==> src/rtl/axil_driver_pkg.sv <==
// Shared types and constants for the AXI4-Lite command-driven bus master.
package axil_driver_pkg;

   localparam int DEF_DATA_WIDTH = 32;
   localparam int DEF_ADDR_WIDTH = 11;

   localparam logic [1:0] RESP_OKAY   = 2'b00;
   localparam logic [1:0] RESP_SLVERR = 2'b10;
   localparam logic [1:0] RESP_DECERR = 2'b11;

   typedef enum logic [2:0] {
      ST_IDLE,
      ST_WRITE,
      ST_WRESP,
      ST_RADDR,
      ST_RDATA,
      ST_DONE
   } state_e;

endpackage

==> src/rtl/axil_driver_master_io_sync.sv <==
// Two-flop synchronizer for asynchronous inputs with a rising-edge pulse on the synchronized value.
module io_sync #(
   parameter int WIDTH = 1
) (
   input  logic             clk_i,
   input  logic             rst_n_i,
   input  logic [WIDTH-1:0] d_i,
   output logic [WIDTH-1:0] sync_o,
   output logic [WIDTH-1:0] rise_o
);

   logic [WIDTH-1:0] meta_q;
   logic [WIDTH-1:0] sync_q;
   logic [WIDTH-1:0] prev_q;

   always_ff @(posedge clk_i) begin
      if (!rst_n_i) begin
         meta_q <= '0;
         sync_q <= '0;
         prev_q <= '0;
      end else begin
         meta_q <= d_i;
         sync_q <= meta_q;
         prev_q <= sync_q;
      end
   end

   assign sync_o = sync_q;
   assign rise_o = sync_q & ~prev_q;

endmodule

==> src/rtl/axil_driver_master.sv <==
// AXI4-Lite master: one single-beat command in, one AXI transaction out, one response pulse back.
// Also hosts a GPIO output register and a synchronized GPIO input block.
module axil_driver_master
   import axil_driver_pkg::*;
#(
   parameter int DATA_WIDTH     = DEF_DATA_WIDTH,
   parameter int ADDR_WIDTH     = DEF_ADDR_WIDTH,
   parameter int NUMB_INPUT_IO  = 1,
   parameter int NUMB_OUTPUT_IO = 2,
   parameter int TIMEOUT_CYCLES = 1024
) (
   input  logic                      aclk,
   input  logic                      aclk_reset_n,
   input  logic                      cmd_valid,
   output logic                      cmd_ready,
   input  logic                      cmd_write,
   input  logic [ADDR_WIDTH-1:0]     cmd_addr,
   input  logic [DATA_WIDTH-1:0]     cmd_wdata,
   input  logic [DATA_WIDTH/8-1:0]   cmd_wstrb,
   output logic                      rsp_valid,
   output logic                      rsp_write,
   output logic [DATA_WIDTH-1:0]     rsp_rdata,
   output logic [1:0]                rsp_resp,
   output logic                      rsp_timeout,
   output logic [ADDR_WIDTH-1:0]     m_axil_awaddr,
   output logic [2:0]                m_axil_awprot,
   output logic                      m_axil_awvalid,
   input  logic                      m_axil_awready,
   output logic [DATA_WIDTH-1:0]     m_axil_wdata,
   output logic [DATA_WIDTH/8-1:0]   m_axil_wstrb,
   output logic                      m_axil_wvalid,
   input  logic                      m_axil_wready,
   input  logic [1:0]                m_axil_bresp,
   input  logic                      m_axil_bvalid,
   output logic                      m_axil_bready,
   output logic [ADDR_WIDTH-1:0]     m_axil_araddr,
   output logic [2:0]                m_axil_arprot,
   output logic                      m_axil_arvalid,
   input  logic                      m_axil_arready,
   input  logic [DATA_WIDTH-1:0]     m_axil_rdata,
   input  logic [1:0]                m_axil_rresp,
   input  logic                      m_axil_rvalid,
   output logic                      m_axil_rready,
   input  logic                      gpio_wr_en,
   input  logic [NUMB_OUTPUT_IO-1:0] gpio_wr_data,
   output logic [NUMB_OUTPUT_IO-1:0] gpio_out,
   input  logic [NUMB_INPUT_IO-1:0]  gpio_in,
   output logic [NUMB_INPUT_IO-1:0]  gpio_in_sync,
   output logic [NUMB_INPUT_IO-1:0]  gpio_in_rise
);

   localparam int STRB_W = DATA_WIDTH / 8;
   localparam int CNT_W  = (TIMEOUT_CYCLES < 2) ? 1 : $clog2(TIMEOUT_CYCLES + 1);
   localparam bit TO_EN  = (TIMEOUT_CYCLES != 0);
   localparam logic [CNT_W-1:0] CNT_LAST = CNT_W'(TIMEOUT_CYCLES - 1);
   localparam logic [CNT_W-1:0] CNT_MAX  = '1;

   state_e                    state_q, state_d;
   logic [ADDR_WIDTH-1:0]     addr_q, addr_d;
   logic [DATA_WIDTH-1:0]     wdata_q, wdata_d;
   logic [STRB_W-1:0]         wstrb_q, wstrb_d;
   logic                      awvalid_q, awvalid_d, wvalid_q, wvalid_d, bready_q, bready_d;
   logic                      arvalid_q, arvalid_d, rready_q, rready_d;
   logic                      rsp_valid_q, rsp_valid_d, rsp_write_q, rsp_write_d;
   logic                      rsp_timeout_q, rsp_timeout_d;
   logic [DATA_WIDTH-1:0]     rsp_rdata_q, rsp_rdata_d;
   logic [1:0]                rsp_resp_q, rsp_resp_d;
   logic [CNT_W-1:0]          cnt_q, cnt_d;
   logic [NUMB_OUTPUT_IO-1:0] gpio_out_q;
   logic                      wait_expired, abort, aw_done, w_done;
   logic [CNT_W-1:0]          cnt_inc;

   // The current wait cycle is number cnt_q+1; a handshake landing on the last allowed cycle still wins.
   assign wait_expired = TO_EN && (cnt_q == CNT_LAST);
   assign cnt_inc      = (cnt_q == CNT_MAX) ? cnt_q : cnt_q + CNT_W'(1);

   always_comb begin
      state_d       = state_q;
      addr_d        = addr_q;
      wdata_d       = wdata_q;
      wstrb_d       = wstrb_q;
      awvalid_d     = awvalid_q;
      wvalid_d      = wvalid_q;
      bready_d      = bready_q;
      arvalid_d     = arvalid_q;
      rready_d      = rready_q;
      rsp_valid_d   = 1'b0;
      rsp_write_d   = rsp_write_q;
      rsp_timeout_d = rsp_timeout_q;
      rsp_rdata_d   = rsp_rdata_q;
      rsp_resp_d    = rsp_resp_q;
      cnt_d         = cnt_q;
      abort         = 1'b0;
      aw_done       = !awvalid_q || m_axil_awready;
      w_done        = !wvalid_q || m_axil_wready;
      case (state_q)
         ST_IDLE: begin
            if (cmd_valid) begin
               addr_d      = cmd_addr;
               rsp_write_d = cmd_write;
               cnt_d       = '0;
               if (cmd_write) begin
                  wdata_d   = cmd_wdata;
                  wstrb_d   = cmd_wstrb;
                  awvalid_d = 1'b1;
                  wvalid_d  = 1'b1;
                  state_d   = ST_WRITE;
               end else begin
                  arvalid_d = 1'b1;
                  state_d   = ST_RADDR;
               end
            end
         end
         ST_WRITE: begin
            if (m_axil_awready) awvalid_d = 1'b0;
            if (m_axil_wready) wvalid_d = 1'b0;
            if (aw_done && w_done) begin
               bready_d = 1'b1;
               cnt_d    = '0;
               state_d  = ST_WRESP;
            end else if (wait_expired) abort = 1'b1;
            else cnt_d = cnt_inc;
         end
         ST_WRESP: begin
            if (m_axil_bvalid) begin
               bready_d      = 1'b0;
               rsp_resp_d    = m_axil_bresp;
               rsp_rdata_d   = '0;
               rsp_timeout_d = 1'b0;
               rsp_valid_d   = 1'b1;
               state_d       = ST_DONE;
            end else if (wait_expired) abort = 1'b1;
            else cnt_d = cnt_inc;
         end
         ST_RADDR: begin
            if (m_axil_arready) begin
               arvalid_d = 1'b0;
               rready_d  = 1'b1;
               cnt_d     = '0;
               state_d   = ST_RDATA;
            end else if (wait_expired) abort = 1'b1;
            else cnt_d = cnt_inc;
         end
         ST_RDATA: begin
            if (m_axil_rvalid) begin
               rready_d      = 1'b0;
               rsp_resp_d    = m_axil_rresp;
               rsp_rdata_d   = m_axil_rdata;
               rsp_timeout_d = 1'b0;
               rsp_valid_d   = 1'b1;
               state_d       = ST_DONE;
            end else if (wait_expired) abort = 1'b1;
            else cnt_d = cnt_inc;
         end
         ST_DONE: state_d = ST_IDLE;
         default: state_d = ST_IDLE;
      endcase
      if (abort) begin
         awvalid_d     = 1'b0;
         wvalid_d      = 1'b0;
         bready_d      = 1'b0;
         arvalid_d     = 1'b0;
         rready_d      = 1'b0;
         rsp_timeout_d = 1'b1;
         rsp_resp_d    = RESP_SLVERR;
         rsp_rdata_d   = '0;
         rsp_valid_d   = 1'b1;
         state_d       = ST_DONE;
      end
   end

   always_ff @(posedge aclk) begin
      if (!aclk_reset_n) begin
         state_q       <= ST_IDLE;
         addr_q        <= '0;
         wdata_q       <= '0;
         wstrb_q       <= '0;
         awvalid_q     <= 1'b0;
         wvalid_q      <= 1'b0;
         bready_q      <= 1'b0;
         arvalid_q     <= 1'b0;
         rready_q      <= 1'b0;
         rsp_valid_q   <= 1'b0;
         rsp_write_q   <= 1'b0;
         rsp_timeout_q <= 1'b0;
         rsp_rdata_q   <= '0;
         rsp_resp_q    <= '0;
         cnt_q         <= '0;
         gpio_out_q    <= '0;
      end else begin
         state_q       <= state_d;
         addr_q        <= addr_d;
         wdata_q       <= wdata_d;
         wstrb_q       <= wstrb_d;
         awvalid_q     <= awvalid_d;
         wvalid_q      <= wvalid_d;
         bready_q      <= bready_d;
         arvalid_q     <= arvalid_d;
         rready_q      <= rready_d;
         rsp_valid_q   <= rsp_valid_d;
         rsp_write_q   <= rsp_write_d;
         rsp_timeout_q <= rsp_timeout_d;
         rsp_rdata_q   <= rsp_rdata_d;
         rsp_resp_q    <= rsp_resp_d;
         cnt_q         <= cnt_d;
         if (gpio_wr_en) gpio_out_q <= gpio_wr_data;
      end
   end

   io_sync #(.WIDTH(NUMB_INPUT_IO)) u_gpio_sync (
      .clk_i   (aclk),
      .rst_n_i (aclk_reset_n),
      .d_i     (gpio_in),
      .sync_o  (gpio_in_sync),
      .rise_o  (gpio_in_rise)
   );

   assign cmd_ready      = (state_q == ST_IDLE) && aclk_reset_n;
   assign rsp_valid      = rsp_valid_q;
   assign rsp_write      = rsp_write_q;
   assign rsp_rdata      = rsp_rdata_q;
   assign rsp_resp       = rsp_resp_q;
   assign rsp_timeout    = rsp_timeout_q;
   assign m_axil_awaddr  = addr_q;
   assign m_axil_araddr  = addr_q;
   assign m_axil_awprot  = 3'b000;
   assign m_axil_arprot  = 3'b000;
   assign m_axil_awvalid = awvalid_q;
   assign m_axil_wdata   = wdata_q;
   assign m_axil_wstrb   = wstrb_q;
   assign m_axil_wvalid  = wvalid_q;
   assign m_axil_bready  = bready_q;
   assign m_axil_arvalid = arvalid_q;
   assign m_axil_rready  = rready_q;
   assign gpio_out       = gpio_out_q;

endmodule

==> config.mk <==
export PLATFORM = sky130hd
export DESIGN_NAME = axil_driver_master
export DESIGN_NICKNAME = d
export VERILOG_FILES = /design/src/rtl/axil_driver_pkg.sv /design/src/rtl/axil_driver_master_io_sync.sv /design/src/rtl/axil_driver_master.sv
export SDC_FILE = /design/constraint.sdc
export NUM_CORES = 1
export LEC_CHECK = 0
export CAP_MARGIN = 20
export CELL_PAD_IN_SITES_DETAIL_PLACEMENT = 1
export CELL_PAD_IN_SITES_GLOBAL_PLACEMENT = 1
export CORE_ASPECT_RATIO = 1.25
export CORE_MARGIN = 5
export CORE_UTILIZATION = 31
export DETAILED_ROUTE_END_ITERATION = 6
export PLACE_DENSITY = 0.9
export SLEW_MARGIN = 20
export SYNTH_ARGS = -nofsm -noshare
export SYNTH_HDL_FRONTEND = slang
export SYNTH_HIERARCHICAL = 1
export SYNTH_SLANG_ARGS = --single-unit
==> constraint.sdc <==
create_clock -name aclk -period 2.7 [get_ports aclk]
set_input_delay 0.54 -clock aclk [delete_from_list [all_inputs] [get_ports aclk]]
set_output_delay 0.54 -clock aclk [all_outputs]
set_load 0.02 [all_outputs]
==> results of run 1 <==
-- cell type report --
type / count / area (um^2)
Multi-Input combinational cell: 381 / 2052
Sequential cell: 108 / 2163
Tap cell: 178 / 222.7
Inverter: 4 / 15.01
Fill cell: 1729 / 7496
Clock buffer: 11 / 242.7
Clock inverter: 5 / 45.04
Timing Repair Buffer: 210 / 2110
-- cells by family (layout without fill, tap and decap cells) --
family                   after synthesis  after routing  share of synthesized area
AO/OA/AOI/OAI                        124            124                     0.1884
adder cells (fa/ha/maj)                1              1                   0.002773
buffers and inverters                 57            230                    0.07184
flip-flops                           108            108                     0.4793
multiplexers                           6              6                    0.01332
AND/OR/NAND/NOR                      240            240                     0.2358
XOR/XNOR                               4              4                   0.007766
other                                  1              6                  0.0008314
-- cell usage after synthesis, drive strengths merged --
| cell type | n |
|---|---|
| o311a | 1 |
| clkbuf | 21 |
| a21oi | 43 |
| xor2 | 4 |
| or2 | 1 |
| ha | 1 |
| nor3 | 3 |
| mux2i | 6 |
| o2111ai | 1 |
| nand4 | 2 |
| o32a | 1 |
| nor4 | 1 |
| a41oi | 1 |
| nand2 | 141 |
| o21ai | 8 |
| nand3 | 39 |
| dfxtp | 108 |
| o32ai | 1 |
| o211ai | 3 |
| a31oi | 4 |
| a211oi | 1 |
| inv | 4 |
| nand2b | 5 |
| nor2 | 25 |
| and3 | 2 |
| and3b | 1 |
| o221a | 2 |
| nor2b | 6 |
| or3b | 2 |
| and2 | 7 |
| o31a | 1 |
| a21boi | 50 |
| and4 | 2 |
| buf | 32 |
| o21a | 3 |
| o311ai | 1 |
| o31ai | 1 |
| or4 | 1 |
| conb | 1 |
| nand3b | 2 |
| o22a | 1 |
| a31o | 1 |
-- registers in the layout, summed over array words and instances (netlist names), 2 cells and up --
signal / count
m_axil_wdata: 32
rsp_rdata: 32
cnt_q: 11
m_axil_araddr: 11
m_axil_wstrb: 4
state_q: 3
gpio_out: 2
rsp_resp: 2
-- cell usage in the layout (no fill, tap or decap), drive strengths merged, types with 3 or more instances in the layout --
| cell type | n |
|---|---|
| mux2i | 6 |
| o21a | 3 |
| clkdlybuf4s50 | 199 |
| clkbuf | 11 |
| inv | 5 |
| nor2b | 6 |
| buf | 11 |
| and2 | 7 |
| o211ai | 3 |
| a21boi | 50 |
| conb | 6 |
| nand2b | 5 |
| nand2 | 141 |
| clkinv | 3 |
| nand3 | 39 |
| a31oi | 4 |
| nor2 | 25 |
| o21ai | 8 |
| xor2 | 4 |
| nor3 | 3 |
| a21oi | 43 |
| dfxtp | 108 |
-- worst paths after layout --
path	startpoint	end	slack, ns	cells past startpoint
max	state_q[0]	cmd_ready	0.27	4
min	u_gpio_sync/meta_q	u_gpio_sync/sync_o	0.43	1
min reg2reg	u_gpio_sync/meta_q	u_gpio_sync/sync_o	0.43	1
max reg2reg	state_q[1]	cnt_q[5]	0.56	5
-- report_power, final --
group	internal, W	total, W	switching, W	leakage (nW)
Combinational	0.000782	0.00186	0.00107	1.39
Sequential	0.00179	0.00196	0.000177	0.877
Clock	0.000664	0.00127	0.000606	0.138
-- layer usage --
layer	part of all wire	global-route usage
met1	0.37	0.1789
met2	0.55	0.3388
met3	0.056	0.04471
met4	0.024	0.06280
met5	0	0
-- per-stage QoR --
step / cells / util / hold WS, ns / total power (W)
5_1_grt: 897 / 0.4775 / 0.4624 / 0.005375
3_3_place_gp: 881 / 0.4573 / 0.4213 / 0.003768
2_1_floorplan: 546 / - / 0.4057 / 0.003074
6_report: 897 / 0.4775 / 0.4322 / 0.005087
4_1_cts: 897 / 0.4773 / 0.4383 / 0.005159
3_5_place_dp: 881 / 0.4573 / 0.4203 / 0.003860
==> summary.txt, run 1 <==
Routing
  – Via/cell ratio: around 5
  – Final ANT Viol Nets: 0
  – Vias after detailed routing: approximately 4400
  – DRT iter0 DRCs: 166
  – # DRC: 0
  – Wire per inst: ~17 um
  – Total wire length: 15.39 mm
  – 1st-pass router iterations: 4

Worst setup path
  – CP arrival: about 1.9 ns
  – CP endpoint kind: output port
  – CP max-delay cell: clkdlybuf4s50_1
  – CP max FO: 15
  – Setup CP Type: reg -> out
  – CP required: 2.16 ns
  – Startpoint Class: register
  – Crit-path leading delay family: buffers and inverters
  – Critical-path cell list: inv_1, nand2_1, nor3_1, clkdlybuf4s50_1
  – Buf+Inv Stages, Crit Path: 2
  – CP max stage delay: between 0.6 and 0.7 ns

Timing
  – Fmax: between 400 and 500 MHz
  – Max_slew headroom: 0.5863
  – Worst-Margin Slew: 0.6205 ns
  – RSZ-0062 raised after global routing: false
  – Final hold vios: 0
  – Slew Limit Fails: 0
  – Fin crit period: ~2.4 ns
  – # setup viols final: 0
  – Clk_skew: between 0.007 and 0.008 ns
  – Tcrit/Tclk final: 0.8998
  – Smallest setup slack after layout: approximately 0.27 ns
  – Setup tns final: 0 ns

Power and ir drop
  – Pwr/cell area: 742.6 nW/um^2
  – Static Leak: about 2.4 nW
  – Worst vdd ir: 0.4079 mV

Clock network
  – CTS Hold Buffers Added: 0
  – Clock tree from TritonCTS: yes
  – Post-CTS sizing: 0
  – Clk Latency, worst-skew pair: ~0.34 ns
  – H-Tree Level Count: 3
  – CTS Buffer Depth: 2
  – Clock Sinks: between 100 and 150
  – TritonCTS buffer count: 9
  – Setup bufs post-CTS: 0
  – CTS root buffer: clkbuf_16
  – Clock slew at reported path FFs: 0.07 ns

Place
  – Detailed Place HPWL: 11.57 mm
  – Port bufs: 200
  – Post-DP Area: approximately 6600 um^2
  – Gpl congestion: approximately 0.85
  – Worst slack at placement: ~0.26 ns

Floorplanning
  – IO Pins: just over 200
  – Initial Util: 0.3144
  – Die ar.: ~17000 um^2
  – Core Region: 14350 um^2
  – Die Wd: about 120 um
  – Die height: about 140 um
  – # rows: 49

Yosys
  – Ys Warns: 6
  – Mapped Area: around 4500 um^2
  – Synth area leader: dfxtp_1
  – Dominant cells by area after synthesis: dfxtp_1 48%, nand2_1 12%, a21boi_0 6.3%
  – Top-area cell type share of the netlist area: 0.4793
  – Number of synthesized register bits: 108
  – Yosys cell types: 53
  – Syn Inst Count: 541
  – Sequential fraction of the synthesis area: 0.4793
  – Syn_area_per_cell: 8.337 um^2

Global route
  – Total GRT Usage: 0.1736
  – Largest net degree at the start of global routing: 65
  – Initial antenna violation count: 0
  – Vias in the first global route: roughly 4700
  – GRT overflow: 0
  – First-pass GRT wire length: roughly 24 mm

Outcome
  – Status: finished clean

Layout
  – Final net count: approximately 810
  – Design Area, Final: a little under 7000 um^2
  – Syn-to-layout area delta: 51.87%
  – Share of layout cells above drive strength 1: 0.05981
  – Antenna diode instance count: 0

Worst hold path
  – Hold Crit Class: reg -> reg

Flow run
  – Max Cap Viol: 0
(Power assumes the default switching activity.)
==> run 2: changes to the inputs <==
ABC_CLOCK_PERIOD_IN_PS = 2700   (was not set)
==> results of run 2 <==
Final layout, timing and power as in run 1 (identical DEF).
==> run 3: changes to the inputs <==
GPL_ROUTABILITY_DRIVEN = 0   (was not set)
==> results of run 3 <==
Final layout, timing and power as in run 1 (identical DEF).
